[src/rtl/div_seq_ctrl.sv]
// -----------------------------------------------------------------------------
// div_seq_ctrl
//   Multi-cycle restoring-division sequencer for the DIV/MOD execution unit.
//   Each clock in CALC runs one N-bit subtractor trial: trial = rem - divisor.
//   The trial is accepted when there is no borrow. Quotient bits are produced
//   MSB first. A start/busy/done handshake connects the unit to the core
//   control unit.
//
//   Optional feature macro: DIV_SIGNED_EN (two's complement operands).
//     Undefined (default): unsigned-only divider. The N flag is tied to 0.
//     Defined: magnitudes are taken on the accepting edge, and the signs are
//              fixed up when the unit enters DONE.
//
//   Handshake:
//     - start is sampled only in IDLE. The edge that samples it is the
//       accepting edge. dividend and divisor are captured on that edge and
//       may change freely afterwards.
//     - busy is high in CALC and in DONE. Any start seen while busy is
//       ignored and is not queued.
//     - done pulses high for exactly one cycle (the DONE state).
//     - quotient, remainder and flags are valid from that cycle on. They
//       hold until the next DONE or until reset.
//
//   Ports:
//     clk          in   1   clock, rising edge
//     rst_n        in   1   synchronous active-low reset
//     start        in   1   operation request
//     dividend     in   N   numerator
//     divisor      in   N   denominator
//     busy         out  1   unit occupied (CALC or DONE)
//     done         out  1   one-cycle completion pulse
//     quotient     out  N   registered quotient
//     remainder    out  N   registered remainder
//     flags        out  4   {Z,N,C,V}, registered with the results
//     dbg_state_o  out  2   current FSM state (debug/observability)
// -----------------------------------------------------------------------------
module div_seq_ctrl #(
  parameter int N = 32
) (
  input  logic         clk,
  input  logic         rst_n,
  input  logic         start,
  input  logic [N-1:0] dividend,
  input  logic [N-1:0] divisor,
  output logic         busy,
  output logic         done,
  output logic [N-1:0] quotient,
  output logic [N-1:0] remainder,
  output logic [3:0]   flags,
  output logic [1:0]   dbg_state_o
);

  localparam int CW = $clog2(N);

  typedef enum logic [1:0] {
    S_IDLE = 2'd0,
    S_CALC = 2'd1,
    S_DONE = 2'd2
  } state_t;

  state_t         state_q, state_d;
  logic [CW-1:0]  count_q, count_d;
  logic [N-1:0]   rem_q, rem_d;     // partial remainder
  logic [N-1:0]   qacc_q, qacc_d;   // dividend shifting out, quotient shifting in
  logic [N-1:0]   dvs_q, dvs_d;     // latched divisor (magnitude in signed mode)
  logic [N-1:0]   quot_q, quot_d;
  logic [N-1:0]   remo_q, remo_d;
  logic [3:0]     flags_q, flags_d;

  // One restoring step. The bit dropped from rem_q[N-1] is always 0: the
  // partial remainder before step i is below 2^(i-1).
  logic [N-1:0]   r_shift;
  logic [N:0]     trial;
  logic [N-1:0]   rem_next;
  logic [N-1:0]   qacc_next;
  logic [N-1:0]   q_fin;
  logic [N-1:0]   r_fin;
  logic           n_fin;
  logic           v_fin;

  assign r_shift   = {rem_q[N-2:0], qacc_q[N-1]};
  assign trial     = {1'b0, r_shift} - {1'b0, dvs_q};
  assign rem_next  = trial[N] ? r_shift : trial[N-1:0];
  assign qacc_next = {qacc_q[N-2:0], ~trial[N]};

`ifdef DIV_SIGNED_EN
  logic negq_q, negq_d;   // operand signs differ
  logic negr_q, negr_d;   // dividend negative
  logic ovf_q,  ovf_d;    // MIN / -1

  function automatic logic [N-1:0] mag(input logic [N-1:0] v);
    return v[N-1] ? ('0 - v) : v;
  endfunction

  assign q_fin = negq_q ? ('0 - qacc_next) : qacc_next;
  assign r_fin = negr_q ? ('0 - rem_next) : rem_next;
  assign n_fin = q_fin[N-1];
  assign v_fin = ovf_q;
`else
  assign q_fin = qacc_next;
  assign r_fin = rem_next;
  assign n_fin = 1'b0;
  assign v_fin = 1'b0;
`endif

  always_comb begin
    state_d = state_q;
    count_d = count_q;
    rem_d   = rem_q;
    qacc_d  = qacc_q;
    dvs_d   = dvs_q;
    quot_d  = quot_q;
    remo_d  = remo_q;
    flags_d = flags_q;
`ifdef DIV_SIGNED_EN
    negq_d  = negq_q;
    negr_d  = negr_q;
    ovf_d   = ovf_q;
`endif
    case (state_q)
      S_IDLE: begin
        if (start) begin
          if (divisor == '0) begin
            // Divide by zero finishes on the accepting edge itself.
            state_d = S_DONE;
            quot_d  = '1;
            remo_d  = dividend;
`ifdef DIV_SIGNED_EN
            flags_d = 4'b0101;   // quotient all ones: N follows its MSB
`else
            flags_d = 4'b0001;
`endif
          end else begin
            state_d = S_CALC;
            count_d = CW'(N - 1);
            rem_d   = '0;
`ifdef DIV_SIGNED_EN
            qacc_d  = mag(dividend);
            dvs_d   = mag(divisor);
            negq_d  = dividend[N-1] ^ divisor[N-1];
            negr_d  = dividend[N-1];
            ovf_d   = (dividend == {1'b1, {(N-1){1'b0}}}) && (divisor == '1);
`else
            qacc_d  = dividend;
            dvs_d   = divisor;
`endif
          end
        end
      end
      S_CALC: begin
        rem_d  = rem_next;
        qacc_d = qacc_next;
        if (count_q == '0) begin
          // The last step's results are registered directly as outputs.
          state_d = S_DONE;
          quot_d  = q_fin;
          remo_d  = r_fin;
          flags_d = {(q_fin == '0), n_fin, (r_fin != '0), v_fin};
        end else begin
          count_d = count_q - CW'(1);
        end
      end
      S_DONE: begin
        state_d = S_IDLE;
      end
      default: begin
        state_d = S_IDLE;
      end
    endcase
  end

  always_ff @(posedge clk) begin
    if (!rst_n) begin
      state_q <= S_IDLE;
      count_q <= '0;
      rem_q   <= '0;
      qacc_q  <= '0;
      dvs_q   <= '0;
      quot_q  <= '0;
      remo_q  <= '0;
      flags_q <= 4'b0000;
`ifdef DIV_SIGNED_EN
      negq_q  <= 1'b0;
      negr_q  <= 1'b0;
      ovf_q   <= 1'b0;
`endif
    end else begin
      state_q <= state_d;
      count_q <= count_d;
      rem_q   <= rem_d;
      qacc_q  <= qacc_d;
      dvs_q   <= dvs_d;
      quot_q  <= quot_d;
      remo_q  <= remo_d;
      flags_q <= flags_d;
`ifdef DIV_SIGNED_EN
      negq_q  <= negq_d;
      negr_q  <= negr_d;
      ovf_q   <= ovf_d;
`endif
    end
  end

  assign busy        = (state_q != S_IDLE);
  assign done        = (state_q == S_DONE);
  assign quotient    = quot_q;
  assign remainder   = remo_q;
  assign flags       = flags_q;
  assign dbg_state_o = state_q;

endmodule

[config.mk]
export PLATFORM = sky130hd
export DESIGN_NAME = div_seq_ctrl
export DESIGN_NICKNAME = d
export VERILOG_FILES = /design/src/rtl/div_seq_ctrl.sv
export SDC_FILE = /design/constraint.sdc
export NUM_CORES = 1
export LEC_CHECK = 0
export CAP_MARGIN = 20
export CORE_MARGIN = 4
export CORE_UTILIZATION = 47
export CTS_BUF_LIST = sky130_fd_sc_hd__clkbuf_8 sky130_fd_sc_hd__clkbuf_16
export CTS_CLUSTER_SIZE = 20
export DETAILED_ROUTE_END_ITERATION = 10
export GPL_TIMING_DRIVEN = 0
export PLACE_DENSITY = 0.81
export SLEW_MARGIN = 20
export SYNTH_ARGS = -nofsm -noshare
export SYNTH_HDL_FRONTEND = slang
export SYNTH_SLANG_ARGS = --single-unit
[constraint.sdc]
create_clock -name clk -period 8.8 [get_ports clk]
set_clock_uncertainty 0.2 [all_clocks]
set_input_delay 0.88 -clock clk [delete_from_list [all_inputs] [get_ports clk]]
set_output_delay 0.88 -clock clk [all_outputs]
set_load 0.005 [all_outputs]
# Yosys cells after proc, flatten, opt, wreduce, memory -nomap -nowiden
# Index checks and enable logic that the tools add are counted.
[classes]
reduce_logical = 12
muxes = 27
bitwise_logic = 2
n_eq_ne = 7
add_sub_neg = 2
[ops]
columns = ["op", "count"]
rows = [
  ["two-way mux 32 bit", 9],
  ["case mux 32 bit (2 select lines)", 3],
  ["logical NOT 32 bit", 2],
  ["two-way mux 31 bit", 2],
  ["case mux 31 bit (2 select lines)", 1],
  ["subtractor 32 x 32 -> 33 bit", 1],
  ["nonzero test 32 bit", 1],
  ["two-way mux 5 bit", 3],
  ["two-way mux 4 bit", 3],
  ["!= test 2 bit (second input constant)", 5],
  ["case mux 5 bit (2 select lines)", 1],
  ["case mux 4 bit (2 select lines)", 1],
  ["AND reduction 4 bit", 2],
  ["two-way mux 2 bit", 3],
  ["AND reduction 3 bit", 2],
  ["logical NOT 5 bit", 1],
  ["subtractor 5 x 1 -> 5 bit (second input constant)", 1],
  ["case mux 2 bit (2 select lines)", 1],
  ["nonzero test 2 bit", 2],
  ["equality test 2 x 1 -> 1 bit (second input constant)", 1],
  ["equality test 2 bit (second input constant)", 1],
  ["logical NOT 2 bit", 1],
  ["inverter 1 bit", 2],
  ["AND reduction 2 bit", 1],
]
[word_totals]
output_inout_bits = 72
wordCells = 58
regBits = 170
inputBits = 67

# Longest topological paths before layout
[logic_depth]
word_depth = 5
mapped_depth = 16
ltp_nobuf = 13

# Worst setup path before layout
# OpenSTA, ideal clock, no wires.
[synth_path]
path_kind = "register -> register"
from = "register qacc_q[31]"
to = "register flags_q[1], in the netlist flags[1]"
stages_incl_launch_ff = 15
path_buffers = 1
t_required_ns = 8.464
setup_ns = 0.136
slack_ns = 5.583
period_less_slack_ns = 3.217
arrival_time_ns = 2.881
cell_sequence = "dfxtp_1 inv_1 ha_1 fa_1 nor2b_4 o31a_4 o211ai_2 a211o_1 a21oi_4 nand2b_1 buf_6 mux2i_1 nand4_1 nor4_1 a41oi_1"
[synth_between]
elab_chain_len = 5
[synth_lines]
columns = ["element", "line", "rtl"]
rows = [
  ["from (decl)", "64", "logic [N-1:0] qacc_q, qacc_d;"],
  ["from (signal assigned)", "191", "qacc_q <= qacc_d;"],
  ["subtractor 32 x 32 -> 33 bit", "82", "assign trial = {1'b0, r_shift} - {1'b0, dvs_q};"],
  ["two-way mux 32 bit *", "83", "assign rem_next = trial[N] ? r_shift : trial[N-1:0];"],
  ["nonzero test 32 bit *", "158", "flags_d = {(q_fin == '0), n_fin, (r_fin != '0), v_fin};"],
  ["two-way mux 4 bit *", "153", "if (count_q == '0) begin"],
  ["case mux 4 bit (2 select lines) *", "120", "case (state_q)"],
  ["to (signal assigned)", "195", "flags_q <= flags_d;"],
  ["to (decl)", "68", "logic [3:0] flags_q, flags_d;"],
]
# Every way passes the cells marked *; elsewhere a longest branch is shown, timed or not. The select of a mux whose other input is x is not followed.
# A chain may end at the register's enable or synchronous reset.

# Worst setup path after layout
[layout_path]
from = "input port divisor[23]"
to = "register remo_q[4], in the netlist remainder[4]"
[layout_between]
elab_chain_len = 3
[layout_lines]
columns = ["element", "line", "rtl"]
rows = [
  ["from (decl)", "44", "input logic [N-1:0] divisor,"],
  ["logical NOT 32 bit", "123", "if (divisor == '0) begin"],
  ["!= test 2 bit (no line)", "-", ""],
  ["AND reduction 4 bit (no line)", "-", ""],
  ["to (signal assigned)", "194", "remo_q <= remo_d;"],
  ["to (decl)", "67", "logic [N-1:0] remo_q, remo_d;"],
]
# Every way passes these cells.

==> flow_summary.ini <==
[clock_network]
cts_setup_buffers = 0
cts_tree = done
cts_inserted_buffers = 17
h-tree-depth = 4
clock_latency_ns = 0.44
ctsHoldBuffers = 0
cts_buffer_depth = 2
root_buffer = clkbuf_16
cts.reportedPaths.clkPinSlew_ns = 0.07
cts_resized = 0
clock_sinks = 169

[synth]
synth_edf_count = 0
syn_nets = 1224
netlist_area_um2 = 8790
syn_inst = 1121
synth_area_per_cell_um2 = 7.84
synth_top_cell_area_share = 0.385
yosysUniqueCellTypes = 70
synth_top_cells_by_area = dfxtp_1 38%, nand2_1 10%, a21oi_1 6.9%, ha_1 5.0%, nor2_1 4.4%
ys_ff_latch = 169
synth_area_leader_cell = dfxtp_1
synth_flop_cell = dfxtp_1
ys_async_sr_fraction = 0
yosysSeqAreaShare = 0.385
ys_warn_count = 0

[sta]
fin_crit_ns = 4.47
timing.max_slew.rel_slack = 0.399
hold_viol = 0
timing.final.ws_setup_ns = 4.33
final.setup.tns_ns = 0
rsz0062_at_grt = no
period_share = 0.508
tightest_slew_ns = 0.894
fmax_ghz = 0.224
setup-violations-final = 0
slew_violations = 0

[worst_setup_path]
worstPathRequired_ns = 8.91
critPathCaptureType = register
slowest_stage = nor3_1
crit_chain = clkdlybuf4s50_1 > nor4_1 > nand4_1 > nor3_1 > nand3_1 > a21oi_1 > clkbuf_1 > buf_1 > nand2_1 > o22ai_1 > nor2_1
start_kind = primary input
worstPathArrival_ns = 4.58
cp_max_fo = 10
cp_slowest_stage_delay_ns = 0.77
crit_type = in2reg

[global_route]
grt_max_degree = 18
antenna_found_initial = 0
use_met3 = 0.0496
grt_use_met1 = 0.362
grt_usage = 0.271
grt_overflow = 0
grt_pass1_wl_um = 44400
grt_busiest_layer = met2
grt_use_met2 = 0.433
grt_pass1_vias = 8434

[cells_and_area]
stdcell_area_um2 = 11000
seq_area_um2 = 3380
nets = 1379
antennaDiodeCount = 0
most-common-layout-cells = 238 x nand2_1, 169 x dfxtp_1, 136 x clkdlybuf4s50_1
multiInputGateArea_um2 = 4910
final_common_cell = nand2_1
area_growth_pct = 25.4
n_fill_cell = 1644
drive_gt1_frac = 0.0745

[floorplan]
die_h_um = 145
dieArea_um2 = 21000
boundaryPins = 139
initial_utilization = 0.483
fp.dieW_um = 145
rows = 49
core_um2 = 18200

[detailed_routing]
vias = 8987
finalWirelength_um = 28600
wl_per_cell_um = 18.8
drt_iter0_drc = 938
drc = 0
firstDrtPassIters = 6
via_per_inst = 5.92
postRouteAntennaNets = 0

[power]
leakage_uw = 0.00422
power_density_nw_per_um2 = 276
vdd_ir_drop_max_mv = 0.158

[place]
routabilityCongestion = 0.973
dpl_cell_area_um2 = 10400
io_buffers = 136
place_ws_ns = 3.93
hpwlAfterDp_um = 22500

[worst_hold_path]
hold_path.class = reg2reg

[job]
drv_cap = 0

[outcome]
status = finished, final reports clean
-- worst max-delay path: cells and delay by family --
kind                   cells  cell delay, ns
and+or+nand+nor            6            1.75
buffers and inverters      3            1.30
AOI/OAI and AO/OA          2            0.64
-- final timing paths --
| path | startpoint | slack, ns | end | cells after the start |
|---|---|---|---|---|
| setup reg to reg | qacc_q[31] | 4.93 | flags[1] | 14 |
| setup / recovery | divisor[23] | 4.33 | remainder[4] | 11 |
| hold / removal | dvs_q[12] | 0.26 | dvs_q[12] | 2 |
| hold reg to reg | dvs_q[12] | 0.26 | dvs_q[12] | 2 |
-- kinds of logic after synthesis --
kind of cell | after synthesis | synth area share
and+or+nand+nor | 432 | 0.210
other | 1 | 0.000426
muxes | 6 | 0.00683
xor gates and xnor gates | 28 | 0.0279
buffers and inverters | 118 | 0.0568
DFF | 169 | 0.385
AOI/OAI and AO/OA | 331 | 0.261
adders and majority gates | 36 | 0.0521
-- registers in the layout (all words and copies together), names as in the netlist --
signal and count:
flags 3, count_q 5, rem_q 31, dvs_q 32, quotient 32, qacc_q 32
dbg_state_o 2, remainder 32
-- report_power, final --
group          internal (µW)  switching, µW
combinational            548            827
clock                    401            350
sequential               838           76.5
total                   1790           1250
-- layer usage --
layer | wire, µm | up-vias
met1 | 12100 | 4092
li1 | - | 4300
met2 | 12700 | 508
met4 | 1050 | 0
met5 | 0 | -
met3 | 2700 | 87
-- synth_stat cells, types with 6 or more instances --
master	count
o22ai_1	9
inv_1	44
a21oi_1	121
nand3_1	12
buf_1	8
a21o_1	14
ha_1	35
nor2_1	102
a21oi_2	10
dfxtp_1	169
o31ai_1	6
clkbuf_1	53
xor2_1	12
nor4_1	22
o21a_1	7
o211ai_1	6
nand2b_1	9
mux2i_1	6
a311oi_1	29
nor3_1	13
xnor2_1	16
a211oi_1	7
o221a_2	32
o21ai_0	40
nand2_1	238
a31oi_1	12
nand4_1	10
-- layout make-up --
cell class	count	share of cell area
Clock inverter	15	0.0145
Multi-Input combinational cell	834	0.445
Inverter	44	0.0150
Timing Repair Buffer	136	0.123
Buffer	74	0.0303
Sequential cell	169	0.307
Clock buffer	17	0.0386
Tap cell	229	0.0260
-- stage by stage --
stage	hold WS [ns]	total power (µW)	util	cells
2_1_floorplan	0.236	1880	-	1121
3_3_place_gp	0.242	2250	0.573	1486
3_5_place_dp	0.248	2260	0.573	1486
4_1_cts	0.258	3000	0.606	1518
5_1_grt	0.278	3190	0.606	1518
6_report	0.257	3040	0.606	1518
Power figures use the tool's default switching activity.
